--- src/rtl/pc_pkg.sv ---
// Shared types and default constants for the program counter unit and its
// return-address stack.
package pc_pkg;

  typedef logic [31:0] word;

  typedef enum logic [1:0] {
    INCREMENT = 2'd0,
    JUMP      = 2'd1,
    CALL      = 2'd2,
    RETURN    = 2'd3
  } pc_mode_e;

  localparam word PC_INIT_ADDR              = 32'h0000_0000;
  localparam int  INSTRUCTION_SIZE_IN_BYTES = 4;

endpackage : pc_pkg

--- src/rtl/pc_ras.sv ---
// Circular return-address stack: a push past full overwrites the oldest entry,
// and the count saturates at RasDepth.
module pc_ras #(
  parameter int Width    = 32,
  parameter int RasDepth = 4
) (
  input  logic             clk,
  input  logic             res,
  input  logic             push,
  input  logic             pop,
  input  logic [Width-1:0] push_data,
  output logic [Width-1:0] top_data,
  output logic             empty,
  output logic             full
);

  localparam int PtrW = $clog2(RasDepth);
  localparam int CntW = $clog2(RasDepth + 1);

  logic [PtrW-1:0]  ptr_q, ptr_d;
  logic [CntW-1:0]  cnt_q, cnt_d;
  logic [Width-1:0] mem_q [RasDepth];

  // NOTE: every signal written here gets a default first, so no path leaves
  // a value unassigned and no latch is inferred.
  always_comb begin
    ptr_d = ptr_q;
    cnt_d = cnt_q;
    if (push) begin
      ptr_d = ptr_q + PtrW'(1);
      if (cnt_q != CntW'(RasDepth)) cnt_d = cnt_q + CntW'(1);
    end else if (pop && (cnt_q != '0)) begin
      ptr_d = ptr_q - PtrW'(1);
      cnt_d = cnt_q - CntW'(1);
    end
  end

  // NOTE: state flops use non-blocking assignments so every flop samples the
  // pre-edge values regardless of block ordering.
  always_ff @(posedge clk) begin
    if (res) begin
      ptr_q <= '0;
      cnt_q <= '0;
    end else begin
      ptr_q <= ptr_d;
      cnt_q <= cnt_d;
    end
  end

  // NOTE: entry storage is deliberately not reset; the count alone says which
  // entries are valid, and leaving it out keeps the array a plain RAM.
  always_ff @(posedge clk) begin
    if (push && !res) mem_q[ptr_d] <= push_data;
  end

  assign top_data = mem_q[ptr_q];
  assign empty    = (cnt_q == '0);
  assign full     = (cnt_q == CntW'(RasDepth));

endmodule : pc_ras

--- src/rtl/pc_unit.sv ---
// Fetch program counter: increment, jump, call/return through a small RAS,
// trap redirect, hold on !enable, and rejection of misaligned targets.
module pc_unit
  import pc_pkg::*;
#(
  parameter int               Width      = 32,
  parameter logic [Width-1:0] InitAddr   = Width'(PC_INIT_ADDR),
  parameter int               InstrBytes = INSTRUCTION_SIZE_IN_BYTES,
  parameter int               RasDepth   = 4
) (
  input  logic             clk,
  input  logic             res,
  input  logic             enable,
  input  pc_mode_e         mode,
  input  logic [Width-1:0] jmp_addr,
  input  logic             trap,
  input  logic [Width-1:0] trap_addr,
  output logic [Width-1:0] pc,
  output logic [Width-1:0] pc_next,
  output logic             misaligned,
  output logic             ras_empty,
  output logic             ras_full
);

  localparam logic [Width-1:0] AlignMask = Width'(InstrBytes - 1);
  localparam logic [Width-1:0] Step      = Width'(InstrBytes);

  logic [Width-1:0] pc_q, pc_d;
  logic             misaligned_q, misaligned_d;
  logic [Width-1:0] seq_pc;
  logic [Width-1:0] ras_top;
  logic             ras_push, ras_pop;

  assign seq_pc = pc_q + Step;

  always_comb begin
    pc_d         = pc_q;
    misaligned_d = 1'b0;
    ras_push     = 1'b0;
    ras_pop      = 1'b0;
    if (res) begin
      pc_d = InitAddr;
    end else if (trap) begin
      pc_d = trap_addr & ~AlignMask;
    end else if (enable) begin
      if (mode == INCREMENT) begin
        pc_d = seq_pc;
      end else if ((mode == RETURN) && !ras_empty) begin
        pc_d    = ras_top;
        ras_pop = 1'b1;
      end else if ((jmp_addr & AlignMask) != '0) begin
        // Rejected target: fall through sequentially and flag it.
        pc_d         = seq_pc;
        misaligned_d = 1'b1;
      end else begin
        pc_d     = jmp_addr;
        ras_push = (mode == CALL);
      end
    end
  end

  always_ff @(posedge clk) begin
    if (res) begin
      pc_q         <= InitAddr;
      misaligned_q <= 1'b0;
    end else begin
      pc_q         <= pc_d;
      misaligned_q <= misaligned_d;
    end
  end

  pc_ras #(
    .Width    (Width),
    .RasDepth (RasDepth)
  ) u_ras (
    .clk       (clk),
    .res       (res),
    .push      (ras_push),
    .pop       (ras_pop),
    .push_data (seq_pc),
    .top_data  (ras_top),
    .empty     (ras_empty),
    .full      (ras_full)
  );

  assign pc         = pc_q;
  assign pc_next    = pc_d;
  assign misaligned = misaligned_q;

endmodule : pc_unit

--- config.mk ---
export PLATFORM = sky130hd
export DESIGN_NAME = pc_unit
export DESIGN_NICKNAME = d
export VERILOG_FILES = /design/src/rtl/pc_pkg.sv /design/src/rtl/pc_ras.sv /design/src/rtl/pc_unit.sv
export SDC_FILE = /design/constraint.sdc
export NUM_CORES = 1
export LEC_CHECK = 0
export BUFFER_PORTS_ARGS = -buffer_cell sky130_fd_sc_hd__clkbuf_2
export CAP_MARGIN = 20
export CORE_AREA = 2 2 126 128
export DETAILED_ROUTE_END_ITERATION = 6
export DIE_AREA = 0 0 128 130
export GPL_TIMING_DRIVEN = 0
export PLACE_DENSITY = 0.77
export SLEW_MARGIN = 20
export SYNTH_ARGS = -nofsm -noshare
export SYNTH_HDL_FRONTEND = slang
export SYNTH_SLANG_ARGS = --single-unit
--- constraint.sdc ---
create_clock -name clk -period 5.9 [get_ports clk]
set_clock_uncertainty 0.2 [all_clocks]
set_input_delay 0.885 -clock clk [delete_from_list [all_inputs] [get_ports clk]]
set_output_delay 0.885 -clock clk [all_outputs]
set_load 0.005 [all_outputs]
==> flow_metrics.env, run 1 <==
export IMPL_place_ws_ns=1.49
export IMPL_critical_path_class="input port to output port"
export IMPL_grt_max_degree=22
export IMPL_p_switching_mw=0.650
export IMPL_fmax_mhz=220
export IMPL_nFillCells=1182
export IMPL_pwr_density_cell_mw_per_mm2=275
export IMPL_pwr_share_clk_pct=41.1
export IMPL_combPwrFrac_pct=10.1
export IMPL_gr_max_usage_layer="met2"
export IMPL_slew_limit_headroom_pct=35.8
export IMPL_final_cell_mix="clkbuf_2 (135), edfxtp_1 (128), nor2_1 (46)"
export IMPL_synth_area_mm2=0.00820
export IMPL_grt_pass1_wl_um=38900
export IMPL_grt_use_total_pct=32.3
export IMPL_cts_hold_buf=0
export IMPL_period_minus_slack_ns=4.56
export IMPL_ctsLongestPathBuffers=2
export IMPL_antenna_cells=0
export IMPL_dr_first_iter_drc_count=1015
export IMPL_ys_flop_type="edfxtp_1"
export IMPL_clk_latency_ns=0.43
export IMPL_r2r_start="pc[2]$_SDFF_PP0_"
export IMPL_path_cells="clkbuf_2, clkbuf_1, buf_2, buf_1, a21oi_1, a221oi_1, clkbuf_2"
export IMPL_hp_class="flop to flop"
export IMPL_area_delta_synth_final_pct=19.6
export IMPL_io_buffers=133
export IMPL_cts_tree="built"
export IMPL_dieArea_mm2=0.0166
export IMPL_rsz0062_at_grt="no"
export IMPL_maxSlewViolCount=0
export IMPL_ys_async_sr_fraction_pct=0
export IMPL_cp_top_family="buffers and inverters"
export IMPL_synth_cell_types=70
export IMPL_core_mm2=0.0154
export IMPL_synth_enable_flop_cells=128
export IMPL_worst_path_stages=7
export IMPL_cp_max_fo=10
export IMPL_drcViolationCount=0
export IMPL_post_cts_repair_setup_buffers=0
export IMPL_place_area_mm2=0.00923
export IMPL_worst_slack_ns=1.34
export IMPL_setup_violations=0
export IMPL_die_w_um=128
export IMPL_hold_path_depth=0
export IMPL_wl_per_cell_um=25.7
export IMPL_die_h_um=130
export IMPL_htreeDepth=4
export IMPL_cpMostUsedCell="clkbuf_2"
export IMPL_hpwl_um=18900
export IMPL_ys_warnings_count=0
export IMPL_seqPwrFrac_pct=48.8
export IMPL_vias=7046
export IMPL_endpoint="pc_next[4]"
export IMPL_status="finished, final reports clean"
export IMPL_leakagePower_nw=3.63
export IMPL_final_area_mm2=0.00981
export IMPL_rr_worst_depth=6
export IMPL_arrival_ns=3.47
export IMPL_grt_util_met3_pct=6.44
export IMPL_required_ns=4.82
export IMPL_wl_um=26800
export IMPL_rows=46
export IMPL_ant_nets=0
export IMPL_hold_violations=0
export IMPL_path_buf_inv=5
export IMPL_critPathMaxStageDelay_ns=0.71
export IMPL_ios=137
export IMPL_synthCells=670
export IMPL_ys_ff_latch=166
export IMPL_rr_endpoint="pc[16]$_SDFF_PP0_"
export IMPL_cts_buffers=17
export IMPL_grt_use_met1_pct=44.0
export IMPL_final_common_cell="clkbuf_2"
export IMPL_grt_pass1_vias=6461
export IMPL_worstMarginPinSlew_ns=0.955
export IMPL_syn_avg_cell_area_um2=12.2
export IMPL_ys_seq_area_share_pct=56.2
export IMPL_drt_first_pass_iters=7
export IMPL_start_kind="input port"
export IMPL_cts_repair_resized=0
export IMPL_peakVddDrop_uv=214
export IMPL_critPathLaunch="trap"
export IMPL_cap_violations=0
export IMPL_layout_nets=907
export IMPL_cts_root_buf="clkbuf_16"
export IMPL_gp_congestion=0.922
export IMPL_met2_usage_pct=51.0
export IMPL_clock_sinks=166
export IMPL_crit_path_end_kind="output port"
export IMPL_internal_power_mw=2.05
export IMPL_path_clk_slew_ns=0.06
export IMPL_initial_core_util_pct=53.1
export IMPL_drive_above_1_share_pct=30.7
export IMPL_via_per_inst=6.78
export IMPL_crit_slowest_cell="buf_1"
export IMPL_switching_share_pct=24.1
export IMPL_antenna_found_initial=0
export IMPL_grt_overflow=0
export IMPL_syn_nets=742
export IMPL_rrSetupSlack_ns=3.01
export IMPL_fin_crit_sh_pct=77.2
==> sequential cells by signal (all words and copies together), names as in the netlist <==
register	flops
u_ras.mem_q	128
u_ras.ptr_q	2
u_ras.cnt_q	3
misaligned	1
pc	32
==> routing by layer <==
layer | vias up | wire length (um)
li1 | 2953 | -
met2 | 566 | 12400
met1 | 3438 | 9910
met3 | 89 | 3270
met5 | - | 0
met4 | 0 | 1200
==> stage by stage <==
step	util [%]	TNS (ns)	power, mW	hold slack (ns)	cells
floorplan	-	0	1.47	0.284	670
global route	63.6	0	2.76	0.348	1040
detailed placement	59.9	0	1.60	0.329	1008
finish	63.6	0	2.70	0.340	1040
global placement	59.0	-120.17	1.59	0.314	995
CTS	63.6	0	2.69	0.339	1040
==> cell type report <==
| class | count | area (um2) | share of cell area [%] |
|---|---|---|---|
| repair buffers | 146 | 779 | 7.95 |
| flip-flops and latches | 166 | 4600 | 47.0 |
| clock buffers | 21 | 440 | 4.49 |
| well taps | 192 | 240 | 2.45 |
| inverters | 25 | 93.8 | 0.957 |
| multi-input cells | 429 | 3270 | 33.4 |
| clock inverters | 11 | 133 | 1.35 |
| plain buffers | 50 | 244 | 2.49 |
==> cells by family after synthesis <==
logic type	count (synthesis)	share of synthesized area [%]
adders and majority gates	2	0.397
AOI/OAI and AO/OA	160	13.5
muxes	37	9.40
xor gates and xnor gates	26	2.78
and+or+nand+nor	204	13.6
buffers and inverters	75	4.12
DFF	166	56.2
==> Yosys cell counts (9+ instances only) <==
cell        n  area [um2]
nand2_1    27         101
mux4_2     32         721
clkbuf_1   23        86.3
a31oi_1     9        56.3
a221oi_1   13         114
nor2_1     46         173
dfxtp_1    38         761
buf_2      13        65.1
nand4_1    11        68.8
nand3_1    12        60.1
nor4_1      9        56.3
nor3_1     44         220
o21ai_0    27         135
edfxtp_1  128        3840
inv_1      25        93.8
xnor2_1    18         158
a21oi_1    42         210
==> worst min path at each step <==
stage	start	endpoint
after floorplan	pc[0]$_SDFF_PP0_	u_ras.mem_q[0][0]$_DFFE_PP_
after global placement	pc[1]$_SDFF_PP0_	u_ras.mem_q[0][1]$_DFFE_PP_
after detailed placement	pc[1]$_SDFF_PP0_	u_ras.mem_q[1][1]$_DFFE_PP_
after CTS	pc[1]$_SDFF_PP0_	u_ras.mem_q[1][1]$_DFFE_PP_
after global routing	pc[1]$_SDFF_PP0_	u_ras.mem_q[0][1]$_DFFE_PP_
final	pc[1]$_SDFF_PP0_	u_ras.mem_q[1][1]$_DFFE_PP_
==> power groups by stage <==
stage	registers (mW)	logic [mW]	clock network [mW]
2_1_floorplan	1.33	0.143	0
3_3_place_gp	1.34	0.254	0
3_5_place_dp	1.34	0.264	0
4_1_cts	1.31	0.265	1.11
5_1_grt	1.32	0.289	1.16
6_report	1.32	0.272	1.11
No activity file was read; power rests on OpenSTA's default activity.
==> run 2: changes to the inputs <==
- ABC_AREA: unset -> 1
- CORE_AREA: 2 2 126 128 -> 2 2 132 134
- DIE_AREA: 0 0 128 130 -> 0 0 134 136
- PLACE_DENSITY: 0.77 -> 0.76
- clock period: 5.9 -> 3.83 ns (I/O delays scaled with it)
==> run 2 against run 1 <==
The flow now finishes with violations (DRC); non-clock buffer count shrank 15; critical path depth up 3; global-route usage down 3.5 points; die area increased by 9.5%; total power grew 54%; critical endpoint is now pc_next[28].
==> flow_metrics.env, run 2 <==
export IMPL_status="complete, but fails checks"
export IMPL_violations="DRC"
export IMPL_worstMarginPinSlew_ns=0.652
export IMPL_cts_tree="built"
export IMPL_slew_limit_headroom_pct=56.5
export IMPL_r2r_start="u_ras.ptr_q[1]$_SDFF_PP0_"
export IMPL_rrSetupSlack_ns=1.32
export IMPL_initial_core_util_pct=50.9
export IMPL_syn_avg_cell_area_um2=8.57
export IMPL_dr_first_iter_drc_count=755
export IMPL_hp_class="input port to flop"
export IMPL_hold_path_depth=2
export IMPL_layout_nets=1231
export IMPL_top_register="u_ras.mem_q"
export IMPL_fmax_mhz=281
export IMPL_synth_enable_flop_cells=128
export IMPL_crit_path_end_kind="output port"
export IMPL_final_cell_mix="nand2_1 (213), nor2_1 (144), clkbuf_2 (134)"
export IMPL_pwr_density_cell_mw_per_mm2=405
export IMPL_path_clk_slew_ns=0.07
export IMPL_drive_above_1_share_pct=21.4
export IMPL_gp_congestion=0.940
export IMPL_die_h_um=136
export IMPL_die_w_um=134
export IMPL_required_ns=3.06
export IMPL_largest_reg_flops=128
export IMPL_place_ws_ns=0.354
export IMPL_grt_pass1_vias=7075
export IMPL_rr_endpoint="u_ras.mem_q[1][1]$_DFFE_PP_"
export IMPL_cpMostUsedCell="nor2_4"
export IMPL_post_cts_repair_setup_buffers=0
export IMPL_io_buffers=134
export IMPL_antenna_cells=0
export IMPL_multi_input_area_mm2=0.00340
export IMPL_ys_warnings_count=0
export IMPL_setup_violations=0
export IMPL_leakagePower_nw=4.30
export IMPL_grt_use_met1_pct=37.3
export IMPL_path_cells="ha_1, nand2_2, nor2_4, nand2_4, nor2_4, nand2_1, xor2_1, nand3_1, a21oi_1, clkbuf_2"
export IMPL_drt_first_pass_iters=7
export IMPL_ios=137
export IMPL_final_common_cell="nand2_1"
export IMPL_hold_violations=0
export IMPL_ys_seq_area_share_pct=53.6
export IMPL_peakVddDrop_uv=247
export IMPL_area_delta_synth_final_pct=19.5
export IMPL_htreeDepth=4
export IMPL_core_mm2=0.0169
export IMPL_period_minus_slack_ns=3.56
export IMPL_ys_flop_type="edfxtp_1"
export IMPL_start_kind="flop"
export IMPL_synth_cell_types=40
export IMPL_wl_um=26100
export IMPL_arrival_ns=2.79
export IMPL_hold_ws_ns=0.150
export IMPL_rows=48
export IMPL_synth_common_cells="nand2_1 (213), nor2_1 (148), edfxtp_1 (128)"
export IMPL_antenna_found_initial=0
export IMPL_nFillCells=1427
export IMPL_yosysMostFrequentCell="nand2_1"
export IMPL_hpwl_um=19500
export IMPL_maxSlewViolCount=0
export IMPL_min_from="res"
export IMPL_clock_sinks=166
export IMPL_fin_crit_sh_pct=93.1
export IMPL_rsz0062_at_grt="no"
export IMPL_cts_hold_buf=0
export IMPL_ant_nets=0
export IMPL_cp_max_fo=7
export IMPL_synthCells=1002
export IMPL_netlist_area_leader_share_pct=44.8
export IMPL_cap_violations=0
export IMPL_gr_max_usage_layer="met2"
export IMPL_cts_root_buf="clkbuf_16"
export IMPL_crit_slowest_cell="dfxtp_1"
export IMPL_met2_usage_pct=47.7
export IMPL_critical_path_class="flop to output port"
export IMPL_regArea_mm2=0.00460
export IMPL_rr_worst_depth=6
export IMPL_dieArea_mm2=0.0182
export IMPL_cts_repair_resized=0
export IMPL_clk_latency_ns=0.43
export IMPL_syn_nets=1074
export IMPL_critPathMaxStageDelay_ns=0.56
export IMPL_grt_overflow=0
export IMPL_fin_tns_setup_ns=0
export IMPL_grt_util_met3_pct=4.51
export IMPL_vias=7649
export IMPL_synth_area_mm2=0.00859
export IMPL_drcViolationCount=1
export IMPL_synth_area_top_cells="edfxtp_1 (45%), nand2_1 (9.3%), dfxtp_1 (8.9%)"
export IMPL_ctsLongestPathBuffers=2
export IMPL_worst_slack_ns=0.266
export IMPL_ys_ff_latch=166
export IMPL_grt_pass1_wl_um=38800
export IMPL_ys_async_sr_fraction_pct=0
export IMPL_grt_use_total_pct=28.8
export IMPL_grt_max_degree=23
export IMPL_yosys_area_top_type="edfxtp_1"
export IMPL_fin_util_pct=60.8
export IMPL_wl_per_cell_um=18.7
export IMPL_cts_buffers=17
export IMPL_via_per_inst=5.48
export IMPL_hold_end="u_ras.ptr_q[1]$_SDFF_PP0_"
## run 2: cell types whose count changed after synthesis, moves of 16 or more
cell     previous run  this run
a21oi_1            42       111
nor3_1             44         2
mux4_2             32         0
inv_1              25        85
o21ai_0            27        43
nor2_1             46       148
nand2_1            27       213
nand3_1            12        49
## run 2: cell type report
type | instances | share of cell area [%]
sequential | 166 | 44.9
multi-input combinational | 697 | 33.2
timing repair buffer | 138 | 7.53
clock buffer | 18 | 4.18
inverter | 96 | 3.51
tap | 225 | 2.74
buffer | 43 | 2.43
clock inverter | 14 | 1.57
## run 2: logic make-up (layout without fill, tap and decap cells)
logic type	Yosys count	count (layout)	synth area share (%)
AND/OR/NAND/NOR	478	478	24.6
adder cells (fa/ha/maj)	2	2	0.379
flip-flops	166	166	53.6
buffers and inverters	139	309	7.09
AO/OA/AOI/OAI	201	201	12.5
multiplexers	3	3	0.350
XOR/XNOR	13	13	1.50
## run 2: critical path, delay by kind of cell, from the launching register on
family	cells	cell delay (ns)
and+or+nand+nor	6	0.89
adders and majority gates	1	0.27
xor gates and xnor gates	1	0.33
AOI/OAI and AO/OA	1	0.17
buffers and inverters	1	0.14
DFF	1	0.56
## run 2: worst max path at each step
| stage | start | end | slack [ns] |
|---|---|---|---|
| final | pc[2]$_SDFF_PP0_ | pc_next[28] | 0.27 |
| after global placement | res | u_ras.mem_q[1][0]$_DFFE_PP_ | -1.32 |
| after detailed placement | res | u_ras.mem_q[1][0]$_DFFE_PP_ | 0.35 |
| after global routing | pc[2]$_SDFF_PP0_ | pc_next[28] | 0.1 |
| after CTS | pc[2]$_SDFF_PP0_ | pc_next[28] | 0.33 |
| after floorplan | res | u_ras.mem_q[0][0]$_DFFE_PP_ | 0.62 |
## run 2: power breakdown
part	switching (mW)	leakage, nW	internal, mW	total (mW)
sequential	0.0466	1.50	1.97	2.02
combinational	0.256	2.52	0.145	0.401
clock	0.756	0.286	0.979	1.73
## run 2: metal layers
metal	part of all wire [%]	wire length [um]
met3	8.7	2270
met4	4.1	1070
met2	47	12300
met5	0	0
met1	40	10400
## run 2: through the flow
step | total power, mW | instance area, um2 | std cells
after detailed placement | 2.45 | 9670 | 1365
after CTS | 4.15 | 10300 | 1397
final | 4.16 | 10300 | 1397
after global routing | 4.27 | 10300 | 1397
after global placement | 2.44 | 9540 | 1361
after floorplan | 2.26 | 8590 | 1002
==> run 3: changes to the inputs <==
- CORE_AREA: 2 2 132 134 -> 2 2 128 130
- DIE_AREA: 0 0 134 136 -> 0 0 130 132
- PLACE_DENSITY: 0.76 -> 0.77
- clock period: 3.83 -> 4.45 ns (I/O delays scaled with it)
==> run 3 against run 2 <==
The run now ends clean; first-iteration DRC count grew 6.4%; flip-flop and latch count is the same; count of clock-buffer cells in the layout grew 6; worst setup slack gained 0.45 ns; non-clock buffer count is the same; final cell count shrank 0.64%; sequential power shrank 14%.
==> flow_metrics.env, run 3 (synthesized netlist as in run 2, its figures left out) <==
export IMPL_final_cell_mix="nand2_1 (213), nor2_1 (144), clkbuf_2 (134)"
export IMPL_drcViolationCount=0
export IMPL_crit_slowest_cell="dfxtp_1"
export IMPL_rows=46
export IMPL_layout_nets=1231
export IMPL_dieArea_mm2=0.0172
export IMPL_start_kind="flop"
export IMPL_initial_core_util_pct=54.7
export IMPL_io_buffers=134
export IMPL_cts_root_buf="clkbuf_16"
export IMPL_hold_ws_ns=0.249
export IMPL_rsz0062_at_grt="no"
export IMPL_grt_pass1_vias=6874
export IMPL_slew_limit_headroom_pct=52.0
export IMPL_worstMarginPinSlew_ns=0.718
export IMPL_required_ns=3.58
export IMPL_hold_violations=0
export IMPL_antenna_cells=0
export IMPL_fin_tns_setup_ns=0
export IMPL_hpwl_um=18900
export IMPL_via_per_inst=5.48
export IMPL_die_h_um=132
export IMPL_cp_max_fo=7
export IMPL_vias=7606
export IMPL_ant_nets=0
export IMPL_setup_violations=0
export IMPL_crit_path_end_kind="output port"
export IMPL_area_delta_synth_final_pct=19.1
export IMPL_power_mw=3.51
export IMPL_drive_above_1_share_pct=20.8
export IMPL_pwr_density_cell_mw_per_mm2=343
export IMPL_place_area_mm2=0.00967
export IMPL_dr_first_iter_drc_count=803
export IMPL_wl_per_cell_um=18.3
export IMPL_cp_top_family="simple AND/OR/NAND/NOR gates"
export IMPL_grt_pass1_wl_um=38000
export IMPL_fmax_mhz=268
export IMPL_post_cts_repair_setup_buffers=0
export IMPL_ctsLongestPathBuffers=2
export IMPL_peakVddDrop_uv=224
export IMPL_wl_um=25400
export IMPL_multi_input_area_mm2=0.00340
export IMPL_status="finished, final reports clean"
export IMPL_path_clk_slew_ns=0.06
export IMPL_antenna_found_initial=0
export IMPL_period_minus_slack_ns=3.74
export IMPL_final_common_cell="nand2_1"
export IMPL_largest_reg_flops=128
export IMPL_cts_buffers=17
export IMPL_top_register="u_ras.mem_q"
export IMPL_cpMostUsedCell="nor2_4"
export IMPL_cts_repair_resized=0
export IMPL_critPathMaxStageDelay_ns=0.55
export IMPL_ios=137
export IMPL_grt_use_total_pct=30.0
export IMPL_htreeDepth=4
export IMPL_maxSlewViolCount=0
export IMPL_regArea_mm2=0.00460
export IMPL_path_cells="ha_1, nand2_2, nor2_4, nand2_4, nor2_4, nand2_1, xor2_1, nand3_1, a21oi_1, clkbuf_2"
export IMPL_leakagePower_nw=4.29
export IMPL_hp_class="input port to flop"
export IMPL_fin_crit_sh_pct=84.0
export IMPL_final_area_mm2=0.0102
export IMPL_clk_latency_ns=0.43
export IMPL_core_mm2=0.0157
export IMPL_gp_congestion=0.959
export IMPL_grt_max_degree=20
export IMPL_path_buf_inv=1
export IMPL_clock_sinks=166
export IMPL_rrSetupSlack_ns=1.91
export IMPL_cts_tree="built"
export IMPL_drt_first_pass_iters=5
export IMPL_die_w_um=130
export IMPL_nFillCells=1275
export IMPL_cap_violations=0
export IMPL_arrival_ns=2.87
export IMPL_cts_hold_buf=0
export IMPL_grt_overflow=0
export IMPL_critical_path_class="flop to output port"
==> run 3: changes by cell type in the layout (fill, tap and decap cells not counted), sizes merged <==
| cell | before | now |
|---|---|---|
| inv | 102 | 97 |
| clkinvlp | 2 | 1 |
| clkbuf | 168 | 174 |
==> run 3: worst paths after layout <==
path,start,to,depth (start not counted)
worst min-delay path,res,u_ras.ptr_q[1]$_SDFF_PP0_,2
worst max-delay path,pc[2]$_SDFF_PP0_,pc_next[28],10
worst max register to register,pc[2]$_SDFF_PP0_,pc[28]$_SDFF_PP0_,9
worst min register to register,u_ras.cnt_q[2]$_SDFFE_PP0P_,u_ras.cnt_q[2]$_SDFFE_PP0P_,2
==> run 3: final cells by class <==
cell class | count | area share [%]
multi-input combinational | 697 | 33.3
inverter | 96 | 3.52
tap | 216 | 2.64
clock inverter | 8 | 0.954
timing repair buffer | 138 | 7.63
sequential | 166 | 45.0
buffer | 43 | 2.43
clock buffer | 24 | 4.51
==> run 3: power breakdown <==
group / switching (mW) / internal, mW
clock: 0.589 / 0.840
sequential: 0.0386 / 1.70
combinational: 0.218 / 0.125
total: 0.846 / 2.66
==> run 3: per-layer routing <==
metal	part of all wire, %	GRT usage (%)	wire, um	vias up
met1	41	41.0	10400	3481
met3	9.0	5.52	2290	49
li1	-	-	-	3655
met2	47	48.4	12000	421
met5	0	0	0	-
met4	2.6	9.68	651	0
==> run 3: through the flow <==
step	std cells	setup WS, ns	utilization [%]
after floorplan	1002	1.15	-
after global placement	1352	-0.653	60.6
after detailed placement	1356	0.895	61.5
after CTS	1388	0.829	65.1
after global routing	1388	0.552	65.1
final	1388	0.714	65.1
